[config.mk]
export PLATFORM = sky130hd
export DESIGN_NAME = rv32_data_bus_ctrl
export DESIGN_NICKNAME = d
export VERILOG_FILES = /design/src/rtl/rv32_data_bus_ctrl_pkg.sv /design/src/rtl/rv32_bus_decoder.sv /design/src/rtl/rv32_data_bus_ctrl.sv
export SDC_FILE = /design/constraint.sdc
export NUM_CORES = 1
export LEC_CHECK = 0
export ABC_AREA = 1
export CAP_MARGIN = 40
export CORE_AREA = 2 2 159 161
export CTS_CLUSTER_DIAMETER = 50
export DETAILED_ROUTE_END_ITERATION = 10
export DIE_AREA = 0 0 161 163
export PLACE_DENSITY = 0.65
export SLEW_MARGIN = 20
export SYNTH_ARGS = -nofsm -noshare
export SYNTH_HDL_FRONTEND = slang
export SYNTH_SLANG_ARGS = --single-unit
[constraint.sdc]
create_clock -name clk -period 2.7 [get_ports clk]
set_input_delay 0.54 -clock clk [delete_from_list [all_inputs] [get_ports clk]]
set_output_delay 0.54 -clock clk [all_outputs]
set_load 0.02 [all_outputs]
[src/rtl/rv32_data_bus_ctrl_pkg.sv]
// Shared rv32 data-bus types: memory request bundle, bus FSM states.
// Targets are a one-hot vector: bit 0 = memory, bit i+1 = MMIO i, all-zero = NONE.
package rv32_data_bus_ctrl_pkg;

   typedef logic [31:0] rv32_word;

   typedef enum logic [1:0] {
      MEM_NOP   = 2'd0,
      MEM_READ  = 2'd1,
      MEM_WRITE = 2'd2
   } mem_op_t;

   typedef struct packed {
      mem_op_t  op;
      rv32_word addr;
      rv32_word wdata;
      logic [3:0] wstrb;
   } memory_request_t;

   typedef enum logic [1:0] {
      IDLE,
      BUSY,
      ERR,
      DRAIN
   } bus_state_t;

   localparam int unsigned TGT_MEM = 0;

   localparam memory_request_t NOP_REQ = '{op: MEM_NOP, default: '0};

endpackage

[src/rtl/rv32_bus_decoder.sv]
// Combinational address decode to a one-hot target (memory wins, then lowest MMIO).
// Ports: addr_i address; found_o any region hit; sel_o one-hot target (0 = NONE).
module rv32_bus_decoder
   import rv32_data_bus_ctrl_pkg::*;
#(
   parameter int unsigned                  NUM_MMIO       = 2,
   parameter logic [31:0]                  MEM_BASE       = 32'h0000_0000,
   parameter int unsigned                  MEM_SIZE_LOG2  = 16,
   parameter logic [NUM_MMIO-1:0][31:0]    MMIO_BASE      = {32'h8000_1000, 32'h8000_0000},
   parameter int unsigned                  MMIO_SIZE_LOG2 = 12
) (
   input  rv32_word          addr_i,
   output logic              found_o,
   output logic [NUM_MMIO:0] sel_o
);

   localparam logic [NUM_MMIO:0] ONE = (NUM_MMIO+1)'(1);

   logic [NUM_MMIO:0] match;
   logic              unused_addr;

   assign match[TGT_MEM] =
      addr_i[31:MEM_SIZE_LOG2] == MEM_BASE[31:MEM_SIZE_LOG2];

   for (genvar i = 0; i < NUM_MMIO; i++) begin : g_mmio
      assign match[i+1] =
         addr_i[31:MMIO_SIZE_LOG2] == MMIO_BASE[i][31:MMIO_SIZE_LOG2];
   end

   // Isolate the lowest set bit: memory is bit 0, so it has top priority.
   assign sel_o   = match & (~match + ONE);
   assign found_o = |match;

   // Offset bits inside a region do not take part in the decode.
   assign unused_addr = ^addr_i;

endmodule

[src/rtl/rv32_data_bus_ctrl.sv]
// Data-bus controller: routes one core request at a time to memory or an MMIO target.
// Ports: core_* request/done/data/error; mem_* and mmio_* per-target request, done, data.
module rv32_data_bus_ctrl
   import rv32_data_bus_ctrl_pkg::*;
#(
   parameter int unsigned               NUM_MMIO       = 2,
   parameter logic [31:0]               MEM_BASE       = 32'h0000_0000,
   parameter int unsigned               MEM_SIZE_LOG2  = 16,
   parameter logic [NUM_MMIO-1:0][31:0] MMIO_BASE      = {32'h8000_1000, 32'h8000_0000},
   parameter int unsigned               MMIO_SIZE_LOG2 = 12,
   parameter int unsigned               TIMEOUT_CYCLES = 255
) (
   input  logic                              clk,
   input  logic                              reset,
   input  memory_request_t                   core_request,
   output logic                              core_request_done,
   output rv32_word                          core_data,
   output logic                              core_bus_error,
   output memory_request_t                   mem_request,
   input  logic                              mem_request_done,
   input  rv32_word                          mem_data,
   output memory_request_t [NUM_MMIO-1:0]    mmio_request,
   input  logic [NUM_MMIO-1:0]               mmio_request_done,
   input  logic [NUM_MMIO-1:0][31:0]         mmio_data
);

   localparam int CW = (TIMEOUT_CYCLES > 0) ? $clog2(TIMEOUT_CYCLES + 1) : 1;
   localparam logic [CW-1:0] CNT_MAX = '1;
   localparam logic [CW-1:0] CNT_TMO = CW'(TIMEOUT_CYCLES);

   bus_state_t        state_q;
   memory_request_t   req_q;
   logic [NUM_MMIO:0] sel_q;
   logic [CW-1:0]     cnt_q;
   logic [CW-1:0]     cnt_d;

   logic              dec_found;
   logic [NUM_MMIO:0] dec_sel;
   logic              tgt_done;
   rv32_word          tgt_data;
   logic              timeout_hit;
   logic              busy;

   rv32_bus_decoder #(
      .NUM_MMIO       (NUM_MMIO),
      .MEM_BASE       (MEM_BASE),
      .MEM_SIZE_LOG2  (MEM_SIZE_LOG2),
      .MMIO_BASE      (MMIO_BASE),
      .MMIO_SIZE_LOG2 (MMIO_SIZE_LOG2)
   ) u_dec (
      .addr_i  (core_request.addr),
      .found_o (dec_found),
      .sel_o   (dec_sel)
   );

   // Done and data from the selected target only.
   always_comb begin
      tgt_done = sel_q[TGT_MEM] & mem_request_done;
      tgt_data = sel_q[TGT_MEM] ? mem_data : '0;
      for (int i = 0; i < NUM_MMIO; i++) begin
         tgt_done = tgt_done | (sel_q[i+1] & mmio_request_done[i]);
         if (sel_q[i+1]) tgt_data = tgt_data | mmio_data[i];
      end
   end

   assign cnt_d       = (cnt_q == CNT_MAX) ? cnt_q : cnt_q + CW'(1);
   assign timeout_hit = (TIMEOUT_CYCLES != 0) && (cnt_d == CNT_TMO);

   always_ff @(posedge clk) begin
      if (reset) begin
         state_q <= IDLE;
         req_q   <= NOP_REQ;
         sel_q   <= '0;
         cnt_q   <= '0;
      end else begin
         unique case (state_q)
            IDLE: begin
               if (core_request.op != MEM_NOP) begin
                  req_q   <= core_request;
                  sel_q   <= dec_sel;
                  cnt_q   <= '0;
                  state_q <= dec_found ? BUSY : ERR;
               end
            end
            BUSY: begin
               // A done in the timeout cycle still completes normally.
               if (tgt_done) begin
                  state_q <= DRAIN;
               end else if (timeout_hit) begin
                  state_q <= ERR;
               end else begin
                  cnt_q <= cnt_d;
               end
            end
            ERR: begin
               sel_q   <= '0;
               state_q <= DRAIN;
            end
            DRAIN: begin
               state_q <= IDLE;
            end
         endcase
      end
   end

   // Outputs are forced quiet during reset, whatever the old state.
   assign busy = (state_q == BUSY) && !reset;

   assign core_request_done =
      !reset && (((state_q == BUSY) && tgt_done) || (state_q == ERR));
   assign core_bus_error = !reset && (state_q == ERR);
   assign core_data = (!reset && (state_q == DRAIN)) ? tgt_data : '0;

   assign mem_request = (busy && sel_q[TGT_MEM]) ? req_q : NOP_REQ;

   for (genvar i = 0; i < NUM_MMIO; i++) begin : g_req
      assign mmio_request[i] = (busy && sel_q[i+1]) ? req_q : NOP_REQ;
   end

endmodule

# [Word-level counts from Yosys, hierarchy flattened]
# Index checks and enable logic that the tools add are counted.
# W data, S select, Z words.
[word_totals] ff_bits=83 inputBits=171 out_inout_bits=244 elab_cells=68
[op_classes] n_addsub=2 n_eq_ne=11 n_mux=19 bitwise_logic=9 n_reduce_logical=20
[ops] operator="$mux W70" count=3
[ops] operator="$mux W32" count=4
[ops] operator="$or A32 B32 Y32" count=2
[ops] operator="$eq A20 B20 Y1 const B" count=2
[ops] operator="$mux W8" count=4
[ops] operator="$eq A8 B8 Y1 const B" count=2
[ops] operator="$logic_not A16 Y1" count=1
[ops] operator="$pmux W8 S2" count=1
[ops] operator="$add A8 B1 Y8 const B" count=1
[ops] operator="$logic_and A1 B1 Y1" count=8
[ops] operator="$mux W2" count=4
[ops] operator="$pmux W2 S4" count=1
[ops] operator="$ne A2 B2 Y1 const B" count=3
[ops] operator="$pmux W3 S2" count=1
[ops] operator="$reduce_and A2 Y1" count=3
[ops] operator="$reduce_bool A2 Y1" count=3
[ops] operator="$eq A2 B2 Y1 const B" count=2
[ops] operator="$reduce_and A4 Y1" count=1
[ops] operator="$add A3 B1 Y3 const B" count=1
[ops] operator="$and A1 B1 Y1" count=3
[ops] operator="$and A3 B3 Y3" count=1
[ops] operator="$mux W3" count=1
[ops] operator="$ne A3 B3 Y1 const B" count=1
[ops] operator="$not A3 Y3" count=1
[ops] operator="6 further kinds" count=7

# [Longest topological paths before layout]
[depth] depth_word=6 ltp_mapped=16 depth_no_buf=15

# [Modules after synthesis]
# Synthesis repeated with hierarchy kept, for this count alone.
[hier_totals] cells_unflattened=945 hier_area_um2=5282.6
[by_module_without_submodules] module="rv32_data_bus_ctrl" instances=1 cells_per_inst=915 area_per_inst_um2=5148.7 seq_area_each_um2=1661.6
[by_module_without_submodules] module="rv32_bus_decoder" instances=1 cells_per_inst=30 area_per_inst_um2=133.9 seq_area_each_um2=0.0

# [Worst setup path before layout]
# OpenSTA, ideal clock, no wires.
[synth_timing] kind="register to output" from="register state_q[1]" to="output port mem_request[0] in the netlist's numbering" arrival_time_ps=1571 required_time_ps=2160 setup_slack_ps=589 stages_incl_launch_ff=8 path_buffers=1 cell_sequence="dfxtp_1 inv_1 ha_1 inv_1 nor2_1 nand2_1 clkbuf_1 nor2_1"
[synth_rtl] element="from (decl)" line="rv32_data_bus_ctrl.sv:31" source="bus_state_t state_q;"
[synth_rtl] element="from (signal assigned)" line="rv32_data_bus_ctrl.sv:82" source="state_q <= dec_found ? BUSY : ERR;"
[synth_rtl] element="to (decl)" line="rv32_data_bus_ctrl.sv:19" source="output memory_request_t mem_request,"

==> results.py <==
metrics = {
    "drt": {
        "firstDrtPassIters": 4,
        "initialDrtViolationCount": 355,
        "postRouteAntennaNets": 0,
        "wl_per_cell_um": 13.7,
        "drc": 0,
        "num_vias": 7108,
        "routed_via_density": 4.25,
        "wl_um": 23000,
    },
    "clock_network": {
        "clk_pin_slew_worst_paths_ns": 0.07,
        "cts_tree": "yes",
        "cts_buffers": 9,
        "post_cts_buffers": 0,
        "clkLatencyLatePin_ns": 0.34,
        "clock_sinks": 83,
        "ctsResizeCount": 244,
        "h-tree-depth": 3,
        "holdBufCountCts": 0,
        "clk_path_buf_depth": 2,
        "cts_root_buf": "clkbuf_16",
    },
    "power": {
        "vdd_drop_max_v": 0.000308,
        "power_leakage_nw": 5.08,
        "p_total_mw": 5.34,
        "p_per_area_mw_per_mm2": 546,
    },
    "min_path": {
        "min_path_type": "reg -> reg",
    },
    "global_routing": {
        "grt_max_degree": 71,
        "antenna_found_initial": 0,
        "grt_pass1_vias": 6567,
        "grt_pass1_wl_um": 35000,
        "grt_overflow": 0,
        "grt_usage": 0.168,
    },
    "timing": {
        "rsz0062_at_grt": "no",
        "fmax_mhz": 394,
        "slew_headroom": 0.719,
        "hold_violations": 0,
        "tightestPinTransition_ns": 0.420,
        "maxSlewViolCount": 0,
        "holdWs_ns": 0.506,
        "setup_viol": 0,
        "finalCriticalPeriod_ns": 2.54,
        "skew_ns": 0.00980,
        "min_period_over_period": 0.941,
    },
    "yosys": {
        "ys_seq_area_frac": 0.315,
        "synth-compound-area-share": 0.146,
        "syn_area_mm2": 0.00527,
        "muxShareOfSynthArea": 0,
        "synth_nets": 1120,
        "avgSynthCellArea_um2": 5.58,
        "synth_top_family_by_area": "simple AND/OR/NAND/NOR gates",
        "synth-simple-area-share": 0.391,
        "syn_inst": 944,
        "synth_fa_ha_area_frac": 0.0119,
        "yosys_warnings": 0,
        "ys_ff_latch": 83,
        "synth_xor_area_frac": 0,
        "synth_cell_types": 24,
    },
    "die": {
        "start_util": 0.214,
        "die_x_um": 161,
        "row_count": 58,
        "io_pins": 415,
        "dieArea_mm2": 0.0262,
        "coreArea_mm2": 0.0247,
        "fp.dieH_um": 163,
    },
    "final_layout": {
        "fin_nets": 1513,
        "area_growth_pct": 85.5,
        "fill_cells": 2737,
        "insertedDiodeCount": 0,
        "drive_above_1_share": 0.101,
        "final_util": 0.396,
    },
    "setup_path": {
        "path_max_fanout": 22,
        "critPathRequiredTime_ns": 2.16,
        "arrival_ns": 2.00,
        "endpoint_kind": "output pin",
        "worstSetupPathType": "reg -> out",
        "startpoint_type": "register",
    },
    "placement": {
        "dp_hpwl_um": 18000,
        "place_congestion": 0.790,
        "port_buffers": 414,
    },
    "run_status": {
        "outcome": "finished, final reports clean",
    },
    "run": {
        "cap_violations": 0,
    },
}
-- worst max-delay path: stages, from the launching register on --
cell,delay [ns]
dfxtp_1,0.34
inv_1,0.10
ha_1,0.17
inv_1,0.06
nor2_1,0.08
buf_4,0.13
nand2_2,0.07
buf_12,0.16
buf_12,0.15
nor2_1,0.08
clkdlybuf4s15_1,0.30
-- path summary, 6_finish.rpt --
| kind | from | end | slack [ns] | depth (start not counted) |
|---|---|---|---|---|
| max | state_q[1] | mmio_request[12] | 0.16 | 10 |
| min reg2reg | req_q[34] | req_q[34] | 0.51 | 2 |
| max reg2reg | cnt_q[1] | cnt_q[2] | 0.81 | 14 |
| min | req_q[34] | req_q[34] | 0.51 | 2 |
-- flip-flops by register name (all words and copies together), names as in the netlist --
| register | cells |
|---|---|
| req_q | 70 |
| cnt_q | 8 |
| sel_q | 3 |
| state_q | 2 |
-- power breakdown --
group          switching, mW  leakage [nW]  internal, mW  total [mW]
sequential             0.168         0.688          1.68        1.84
combinational           1.41          4.24         0.749        2.16
clock                  0.526         0.152         0.809        1.33
-- layout make-up --
| type | count | area [µm²] | share of cell area |
|---|---|---|---|
| repair buffers | 443 | 4000 | 0.409 |
| multi-input cells | 672 | 2910 | 0.297 |
| flip-flops and latches | 83 | 1660 | 0.170 |
| inverters | 128 | 480 | 0.0492 |
| well taps | 330 | 413 | 0.0422 |
| clock buffers | 9 | 225 | 0.0230 |
| clock inverters | 6 | 90.1 | 0.00922 |
-- cells in the final DEF (no fill, tap or decap), drive strengths merged --
| cell | count |
|---|---|
| or2 | 1 |
| clkbuf | 80 |
| clkdlybuf4s15 | 6 |
| ha | 5 |
| inv | 129 |
| dfxtp | 83 |
| o21a | 1 |
| nor2 | 259 |
| a21oi | 78 |
| clkdlybuf4s50 | 171 |
| buf | 30 |
| nor3 | 2 |
| nand4 | 5 |
| nand3 | 45 |
| nand3b | 2 |
| clkinvlp | 1 |
| nor4 | 1 |
| bufinv | 2 |
| o21ai | 74 |
| nand2 | 199 |
| dlygate4sd2 | 165 |
| clkinv | 2 |
-- metrics by stage --
stage          cell area (µm²)  setup slack, ns  std cells  setup TNS (ns)
6_report                  9770            0.160       1671               0
3_3_place_gp             10000           -0.188       1656          -21.16
4_1_cts                  10000           0.0665       1671               0
2_1_floorplan             5270            0.589        944               0
5_1_grt                   9770         0.000206       1671               0
3_5_place_dp             10000           -0.163       1656          -19.47
-- synthesized netlist by cell type --
| cell | number | area share |
|---|---|---|
| o21ai_0 | 74 | 0.070 |
| buf_2 | 1 | 0.00095 |
| or2_2 | 1 | 0.0012 |
| nand3_2 | 1 | 0.0019 |
| nor2_4 | 1 | 0.0021 |
| nand2_2 | 3 | 0.0036 |
| nand4_1 | 5 | 0.0059 |
| nor4_1 | 1 | 0.0012 |
| nand2_4 | 2 | 0.0043 |
| clkbuf_1 | 56 | 0.040 |
| nor2_1 | 254 | 0.18 |
| o21a_1 | 1 | 0.0014 |
| dfxtp_1 | 83 | 0.32 |
| nor2_2 | 4 | 0.0047 |
| inv_2 | 2 | 0.0014 |
| buf_1 | 3 | 0.0021 |
| nand3_1 | 44 | 0.042 |
| nor3_1 | 2 | 0.0019 |
| nand2_1 | 194 | 0.14 |
| inv_1 | 126 | 0.090 |
| a21oi_1 | 78 | 0.074 |
| nand3b_1 | 2 | 0.0028 |
| buf_6 | 1 | 0.0021 |
| ha_1 | 5 | 0.012 |
-- logic make-up (layout without fill, tap and decap cells) --
| kind of cell | count (synthesis) | after routing |
|---|---|---|
| simple gates | 514 | 514 |
| fa+ha+maj | 5 | 5 |
| compound gates | 153 | 153 |
| flops | 83 | 83 |
| buf+inv | 189 | 586 |
-- per-layer routing --
layer  vias to the layer above  share of wire  global-route usage
li1                       3655              -                   -
met1                      3148           0.40               0.186
met2                       279           0.50               0.308
met3                        26          0.082              0.0474
met4                         0          0.022              0.0584
met5                         -              0                   0
Power figures use the tool's default switching activity.
